## src/rtl/sub3_byte_serializer.sv

```systemverilog
// Record buffer and byte serializer: queues {mode, k, l} records from sub2 and
// streams them one byte per cycle with first/last markers on a valid/ready port.
module sub3_byte_serializer #(
    parameter int DEPTH = 2,
    parameter int CNT_W = 8
) (
    input  logic                  clk,
    input  logic                  rst,
    input  logic                  sig_i,
    input  logic [1:0]            sig_j,
    input  logic [0:2][7:0]       sig_k,
    input  logic [7:0]            sig_l [0:2],
    output logic                  out_valid,
    input  logic                  out_ready,
    output logic [7:0]            out_data,
    output logic                  out_first,
    output logic                  out_last,
    output logic                  busy,
    output logic [CNT_W-1:0]      drop_cnt
);

    localparam int AW = (DEPTH > 1) ? $clog2(DEPTH) : 1;
    localparam logic [AW:0] FULL = (AW+1)'(DEPTH);
    localparam logic [AW:0] ONE  = (AW+1)'(1);

    typedef enum logic {IDLE, SEND} state_t;

    state_t          state, state_nxt;
    logic [1:0]      mode_mem [DEPTH];
    logic [0:2][7:0] k_mem    [DEPTH];
    logic [0:2][7:0] l_mem    [DEPTH];
    logic [AW-1:0]   wr_ptr, rd_ptr, load_ptr;
    logic [AW:0]     count;
    logic [1:0]      cur_mode;
    logic [0:2][7:0] cur_k, cur_l, l_packed;
    logic [2:0]      idx, last_idx;
    logic [7:0]      byte_sel;
    logic            xfer, final_hs, push, drop, load;

    assign l_packed = {sig_l[0], sig_l[1], sig_l[2]};

    assign xfer     = out_valid & out_ready;
    assign final_hs = xfer & out_last;
    // A final-byte pop frees a slot in the same cycle, so a full FIFO still accepts.
    assign push     = sig_i && (sig_j != 2'd3) && ((count < FULL) || final_hs);
    assign drop     = sig_i && (sig_j != 2'd3) && !push;

    always_comb begin
        state_nxt = state;
        load      = 1'b0;
        load_ptr  = rd_ptr;
        case (state)
            IDLE: begin
                if (count != '0) begin
                    state_nxt = SEND;
                    load      = 1'b1;
                end
            end
            SEND: begin
                if (final_hs) begin
                    if (count > ONE) begin
                        load     = 1'b1;
                        load_ptr = AW'(rd_ptr + 1'b1);
                    end else begin
                        state_nxt = IDLE;
                    end
                end
            end
            default: state_nxt = IDLE;
        endcase
    end

    always_ff @(posedge clk) begin
        if (push) begin
            mode_mem[wr_ptr] <= sig_j;
            k_mem[wr_ptr]    <= sig_k;
            l_mem[wr_ptr]    <= l_packed;
        end
    end

    always_ff @(posedge clk) begin
        if (rst) begin
            state    <= IDLE;
            wr_ptr   <= '0;
            rd_ptr   <= '0;
            count    <= '0;
            cur_mode <= 2'd0;
            cur_k    <= '0;
            cur_l    <= '0;
            idx      <= 3'd0;
            drop_cnt <= '0;
        end else begin
            state <= state_nxt;
            if (push)
                wr_ptr <= AW'(wr_ptr + 1'b1);
            if (final_hs)
                rd_ptr <= AW'(rd_ptr + 1'b1);
            if (push && !final_hs)
                count <= count + ONE;
            else if (!push && final_hs)
                count <= count - ONE;
            // The head entry stays queued until its last byte; here we only copy it.
            if (load) begin
                cur_mode <= mode_mem[load_ptr];
                cur_k    <= k_mem[load_ptr];
                cur_l    <= l_mem[load_ptr];
                idx      <= 3'd0;
            end else if (xfer) begin
                idx <= idx + 3'd1;
            end
            if (drop && (drop_cnt != {CNT_W{1'b1}}))
                drop_cnt <= drop_cnt + 1'b1;
        end
    end

    always_comb begin
        byte_sel = 8'h00;
        if (cur_mode == 2'd1)
            byte_sel = cur_l[idx[1:0]];
        else if (idx < 3'd3)
            byte_sel = cur_k[idx[1:0]];
        else
            byte_sel = cur_l[2'(idx - 3'd3)];
    end

    assign last_idx  = (cur_mode == 2'd2) ? 3'd5 : 3'd2;
    assign out_valid = (state == SEND);
    assign out_data  = out_valid ? byte_sel : 8'h00;
    assign out_first = out_valid && (idx == 3'd0);
    assign out_last  = out_valid && (idx == last_idx);
    assign busy      = (count != '0) || (state == SEND);

endmodule

```

## config.mk

```make
export PLATFORM = sky130hd
export DESIGN_NAME = sub3_byte_serializer
export DESIGN_NICKNAME = d
export VERILOG_FILES = /design/src/rtl/sub3_byte_serializer.sv
export SDC_FILE = /design/constraint.sdc
export NUM_CORES = 1
export LEC_CHECK = 0
export ABC_AREA = 1
export CORE_ASPECT_RATIO = 1.4
export CORE_MARGIN = 2
export CORE_UTILIZATION = 57
export CTS_CLUSTER_DIAMETER = 80
export DETAILED_ROUTE_END_ITERATION = 8
export PLACE_DENSITY = 0.8
export SLEW_MARGIN = 25
export SYNTH_ARGS = -nofsm -noshare
export SYNTH_HDL_FRONTEND = slang
export SYNTH_SLANG_ARGS = --single-unit
```

## constraint.sdc

```tcl
create_clock -name clk -period 4.3 [get_ports clk]
set_input_delay 0.645 -clock clk [delete_from_list [all_inputs] [get_ports clk]]
set_output_delay 0.645 -clock clk [all_outputs]
set_load 0.05 [all_outputs]
```

# Yosys cells after proc, flatten, opt, wreduce, memory -nomap -nowiden
# Memories as Yosys holds them, arrays and structs flattened. A register that Yosys moved wholly into a read port is not among the register bits.
# Index checks and enable logic that the tools add are counted.
# word_totals
ramBits,100
memories,3
output_inout_bits,20
reg_bits,16
inputBits,54
# memory_table
memory,depth,width,read_ports,rd_clocked_by_memory_dff,wr,line_no,rtl
k_mem,2,24,1,1,1,30,logic [0:2][7:0] k_mem [DEPTH];
l_mem,2,24,1,1,1,31,logic [0:2][7:0] l_mem [DEPTH];
mode_mem,2,2,1,1,1,29,logic [1:0] mode_mem [DEPTH];
# classes
eq_ne,5
magnitude_cmp,5
reduce_logical,16
mux,26
bitwise_logic,5
n_addsub,7
# op_table
op,count
$mux W8,9
$bmux W8 S2,3
$mux W1,9
$add A8 B1 Y8 const B,1
$logic_and A1 B1 Y1,8
$ne A8 B8 Y1 const B,1
$ge A3 B3 Y1 const B,2
$not A2 Y3,2
$mux W2,2
$pmux W1 S2,2
$reduce_bool A2 Y1,2
$add A3 B1 Y3 const B,1
$eq A3 B3 Y1,1
$logic_not A3 Y1,1
$lt A3 B2 Y1 const B,1
$mux W3,1
$add A1 B1 Y1 const B,2
$add A2 B1 Y2 const B,1
$and A1 B1 Y1,2
$eq A2 B1 Y1 const B,1
$eq A2 B2 Y1 const B,1
$gt A2 B1 Y1 const B,1
$logic_not A1 Y1,2
$logic_or A1 B1 Y1,2
other kinds (6),6

# Depth between registers and ports, before layout
# depth
word_depth,11
mapped_depth,14
depth_no_buf,13

# Worst setup path before layout
# No wires, ideal clock.
# synth_path
path_type,reg-to-reg
startpoint,reg state (netlist: out_valid)
endpoint,"mem k_mem[1][0] (netlist bit), enable pin"
setup_slack_ns,0.419
n_path_buf,0
stages_incl_launch_ff,7
required_ns,3.841
period_less_slack_ns,3.881
arrival_time_ns,3.422
cell_sequence,dfxtp_1 > nand2_1 > inv_2 > nand3_4 > nand2_1 > nand2_1 > nor2_1
# synth_between
elab_chain_len,6
elab_cells_between_ends,7
cone_classes,mux (2); bitwise (2); reduce/logical (3)
# synth_rtl
element,line_no,rtl
start: declaration,28,"state_t state, state_nxt;"
start signal: assignment,93,state <= state_nxt;
$and A1 B1 Y1 / $logic_and A1 B1 Y1 (equally long branches),"42, 130",
$and A1 B1 Y1 *,43,assign final_hs = xfer & out_last;
$logic_or A1 B1 Y1 *,45,assign push = sig_i && (sig_j != 2'd3) && ((count < FULL) || final_hs);
$logic_and A1 B1 Y1 *,45,
$mux W1 *,74,if (push) begin
$mux W1 (not written as such) *,76,k_mem[wr_ptr] <= sig_k;
end: declaration,30,
# Every way passes the cells marked *; elsewhere a longest branch is shown, timed or not.

# Final worst setup path
# layout_path
startpoint,reg idx[0]
endpoint,out out_data[7]
# layout_between
elab_chain_len,8
elab_cells_between_ends,16
cone_classes,add/sub (1); order compare (1); mux (12); bitwise (2)
# layout_rtl
element,line_no,rtl
start: declaration,36,"logic [2:0] idx, last_idx;"
start signal: assignment,109,idx <= idx + 3'd1;
$sub A2 B2 Y2,123,byte_sel = cur_l[2'(idx - 3'd3)];
$not A2 Y3 (not written as such),123,
$bmux W8 S2,123,
$mux W8 (not written as such) (2 in series),123,
$mux W8,120,else if (idx < 3'd3)
$mux W8 *,118,if (cur_mode == 2'd1)
$mux W8 *,128,assign out_data = out_valid ? byte_sel : 8'h00;
end: declaration,15,"output logic [7:0] out_data,"
# Every way passes the cells marked *; elsewhere a longest branch is shown, timed or not. The select of a mux whose other input is x is not followed.

==> results.json <==
{
  "ys_types": 28,
  "place_inst": 1094,
  "final-setup-viol-count": 0,
  "max_freq_mhz": 284,
  "grt.overflow.total": 0,
  "fill_cells": 981,
  "grt_usage_pct": 24.9,
  "maxSlewViolCount": 0,
  "slew_headroom_pct": 34.3,
  "period_share_pct": 82.0,
  "postCtsHoldBufs": 0,
  "drt-total-wl_mm": 17.1,
  "grt_max_degree": 56,
  "hold_violations": 0,
  "clk_pin_slew_worst_paths_ps": 60,
  "pwr_density_cell_nw_per_um2": 528,
  "num_rows": 49,
  "worstSkewPairLatency_ps": 420,
  "rsz0062_at_grt": "no",
  "drv_cap": 0,
  "place_ws_ps": 1270,
  "die-area_um2": 14300,
  "syn_to_final_growth_pct": 19.6,
  "tns_ps": 0,
  "syn-num-nets": 943,
  "irDropWorstVdd_v": 0.000289,
  "cp_max_fo": 22,
  "avgSynthCellArea_um2": 8.60,
  "synth-seq-area-share_pct": 57.0,
  "fin_skew_ps": 6.77,
  "post-route-min-period_ps": 3530,
  "coreArea_um2": 12900,
  "finalInstanceArea_um2": 9080,
  "cts_tree": "built",
  "fp.dieH_um": 141,
  "grt_pass1_vias": 5647,
  "arrival_ps": 2880,
  "htree_num_levels": 4,
  "vias": 5991,
  "cts_buffers": 17,
  "crit_type": "reg2out",
  "netlist_instances": 883,
  "worstPathRequired_ps": 3650,
  "drive_gt1_share_pct": 6.43,
  "yosys_warnings": 0,
  "synth_area_um2": 7590,
  "cp-start-kind": "register",
  "cts-resized-gates": 0,
  "synth_seq_cells": 166,
  "status": "complete, no violations",
  "dpl_cell_area_um2": 8410,
  "clockRootBuffer": "clkbuf_16",
  "post-dp-hpwl_mm": 10.8,
  "wl_per_cell_um": 15.2,
  "worst_pin_slew_ps": 983,
  "cts.path.max_buffers": 2,
  "viasPerCell": 5.32,
  "port_buffers": 73,
  "n_antenna_cell": 0,
  "grt_pass1_wl_mm": 27.6,
  "cp-end-kind": "output pin",
  "boundaryPins": 74,
  "min_path_type": "reg2reg",
  "setup_ws_ps": 773,
  "firstDrtPassIters": 5,
  "gp_congestion": 0.940,
  "start_util_pct": 58.7,
  "die_width_um": 102,
  "cts_sinks": 166,
  "antenna_found_initial": 0,
  "final_cell_count_no_fill": 1126,
  "drt_iter0_drc": 504,
  "power_leakage_nw": 4.17,
  "drtAntennaViolNets": 0,
  "drc": 0,
  "cts_setup_buffers": 0,
  "nNetsFinal": 995
}
[cells in the mapped netlist (all sizes together)]
master / instances / share of area, %
nand2: 237 / 12
inv: 156 / 7.7
nand3: 142 / 9.7
edfxtp: 100 / 40
dfxtp: 66 / 17
buf: 36 / 2.3
a21oi: 29 / 1.9
nor2: 23 / 1.2
o21ai: 22 / 1.5
nand3b: 16 / 1.6
o221ai: 16 / 1.8
clkbuf: 12 / 0.59
o22ai: 8 / 0.66
ha: 6 / 0.99
xnor2: 4 / 0.46
nand4: 3 / 0.25
xor2: 3 / 0.35
nor3: 2 / 0.13
clkinv: 1 / 0.049
or2: 1 / 0.082
[area by class of cell]
class                           count  area [um2]  share of cell area (%)
Clock buffer                       20         489                    5.39
Clock inverter                     12         184                    2.03
Inverter                          157         589                    6.49
Multi-Input combinational cell    512        2480                    27.3
Sequential cell                   166        4320                    47.6
Tap cell                          178         223                    2.45
Timing Repair Buffer               81         796                    8.76
[report_power, final]
group	switching (W)	total, W	internal [W]
Sequential	0.0000996	0.00199	0.00189
Clock	0.000620	0.00168	0.00106
Combinational	0.000723	0.00112	0.000398
[logic make-up (layout without fill, tap and decap cells)]
family / count (synthesis) / in the layout / synth area share, %
simple gates: 424 / 424 / 24.7
flops: 166 / 166 / 57.0
buf+inv: 205 / 270 / 10.6
compound gates: 75 / 75 / 5.92
fa+ha+maj: 6 / 6 / 0.989
xor+xnor: 7 / 7 / 0.808
[sequential cells by signal, summed over array words and instances (netlist names)]
register and count:
count 2, mode_mem 4, rd_ptr 1, idx 3, drop_cnt 8, out_valid 1, cur_k 24, cur_mode 2
k_mem 48, cur_l 24, wr_ptr 1, l_mem 48
[final timing paths]
| check | start | to | slack [ps] | depth (start not counted) |
|---|---|---|---|---|
| worst max-delay path | idx[0] | out_data[7] | 770 | 7 |
| worst min-delay path | drop_cnt[4] | drop_cnt[4] | 510 | 2 |
| worst max register to register | out_valid | k_mem[0][2] | 1600 | 7 |
| worst min register to register | drop_cnt[4] | drop_cnt[4] | 510 | 2 |
[per-stage QoR]
step           total power (W)  hold WS (ps)  util (%)
2_1_floorplan          0.00280           481         -
3_3_place_gp           0.00310           478      65.0
3_5_place_dp           0.00312           497      65.0
4_1_cts                0.00480           511      70.2
5_1_grt                0.00503           522      70.2
6_report               0.00480           512      70.2
[placed cells by master, fill, tap and decap left out]
cell,n
bufinv_16,4
nor2_1,19
nand3b_1,16
a21oi_1,29
xnor2_1,4
inv_6,3
nand3_4,1
nand2_1,235
o21ai_0,21
o21ai_2,1
clkdlybuf4s50_1,65
nand3_2,2
nor2_4,2
clkbuf_8,1
clkinv_4,2
clkinv_2,1
xor2_1,3
or2_4,1
ha_1,6
o22ai_1,8
buf_12,2
dfxtp_1,66
edfxtp_1,100
nand4_1,3
inv_1,154
nor2_2,2
clkinvlp_4,2
clkbuf_16,19
clkinv_1,1
nand2_2,2
nand3_1,139
nor3_1,2
inv_2,2
buf_4,14
o221ai_1,16
[worst max-delay path: stages (launching register included)]
cell and delay, ps:
dfxtp_1 720, inv_1 210, ha_1 560, nand2_1 270, o221ai_1 240, nand2_1 80
a21oi_1 160, buf_4 220
[layer usage]
layer,wire length (um),global-route usage [%]
met2,8580,40.5
met5,0,0
met1,7160,33.2
met3,1000,4.59
met4,344,8.53
Note: power is estimated with default switching activity, not from simulation.
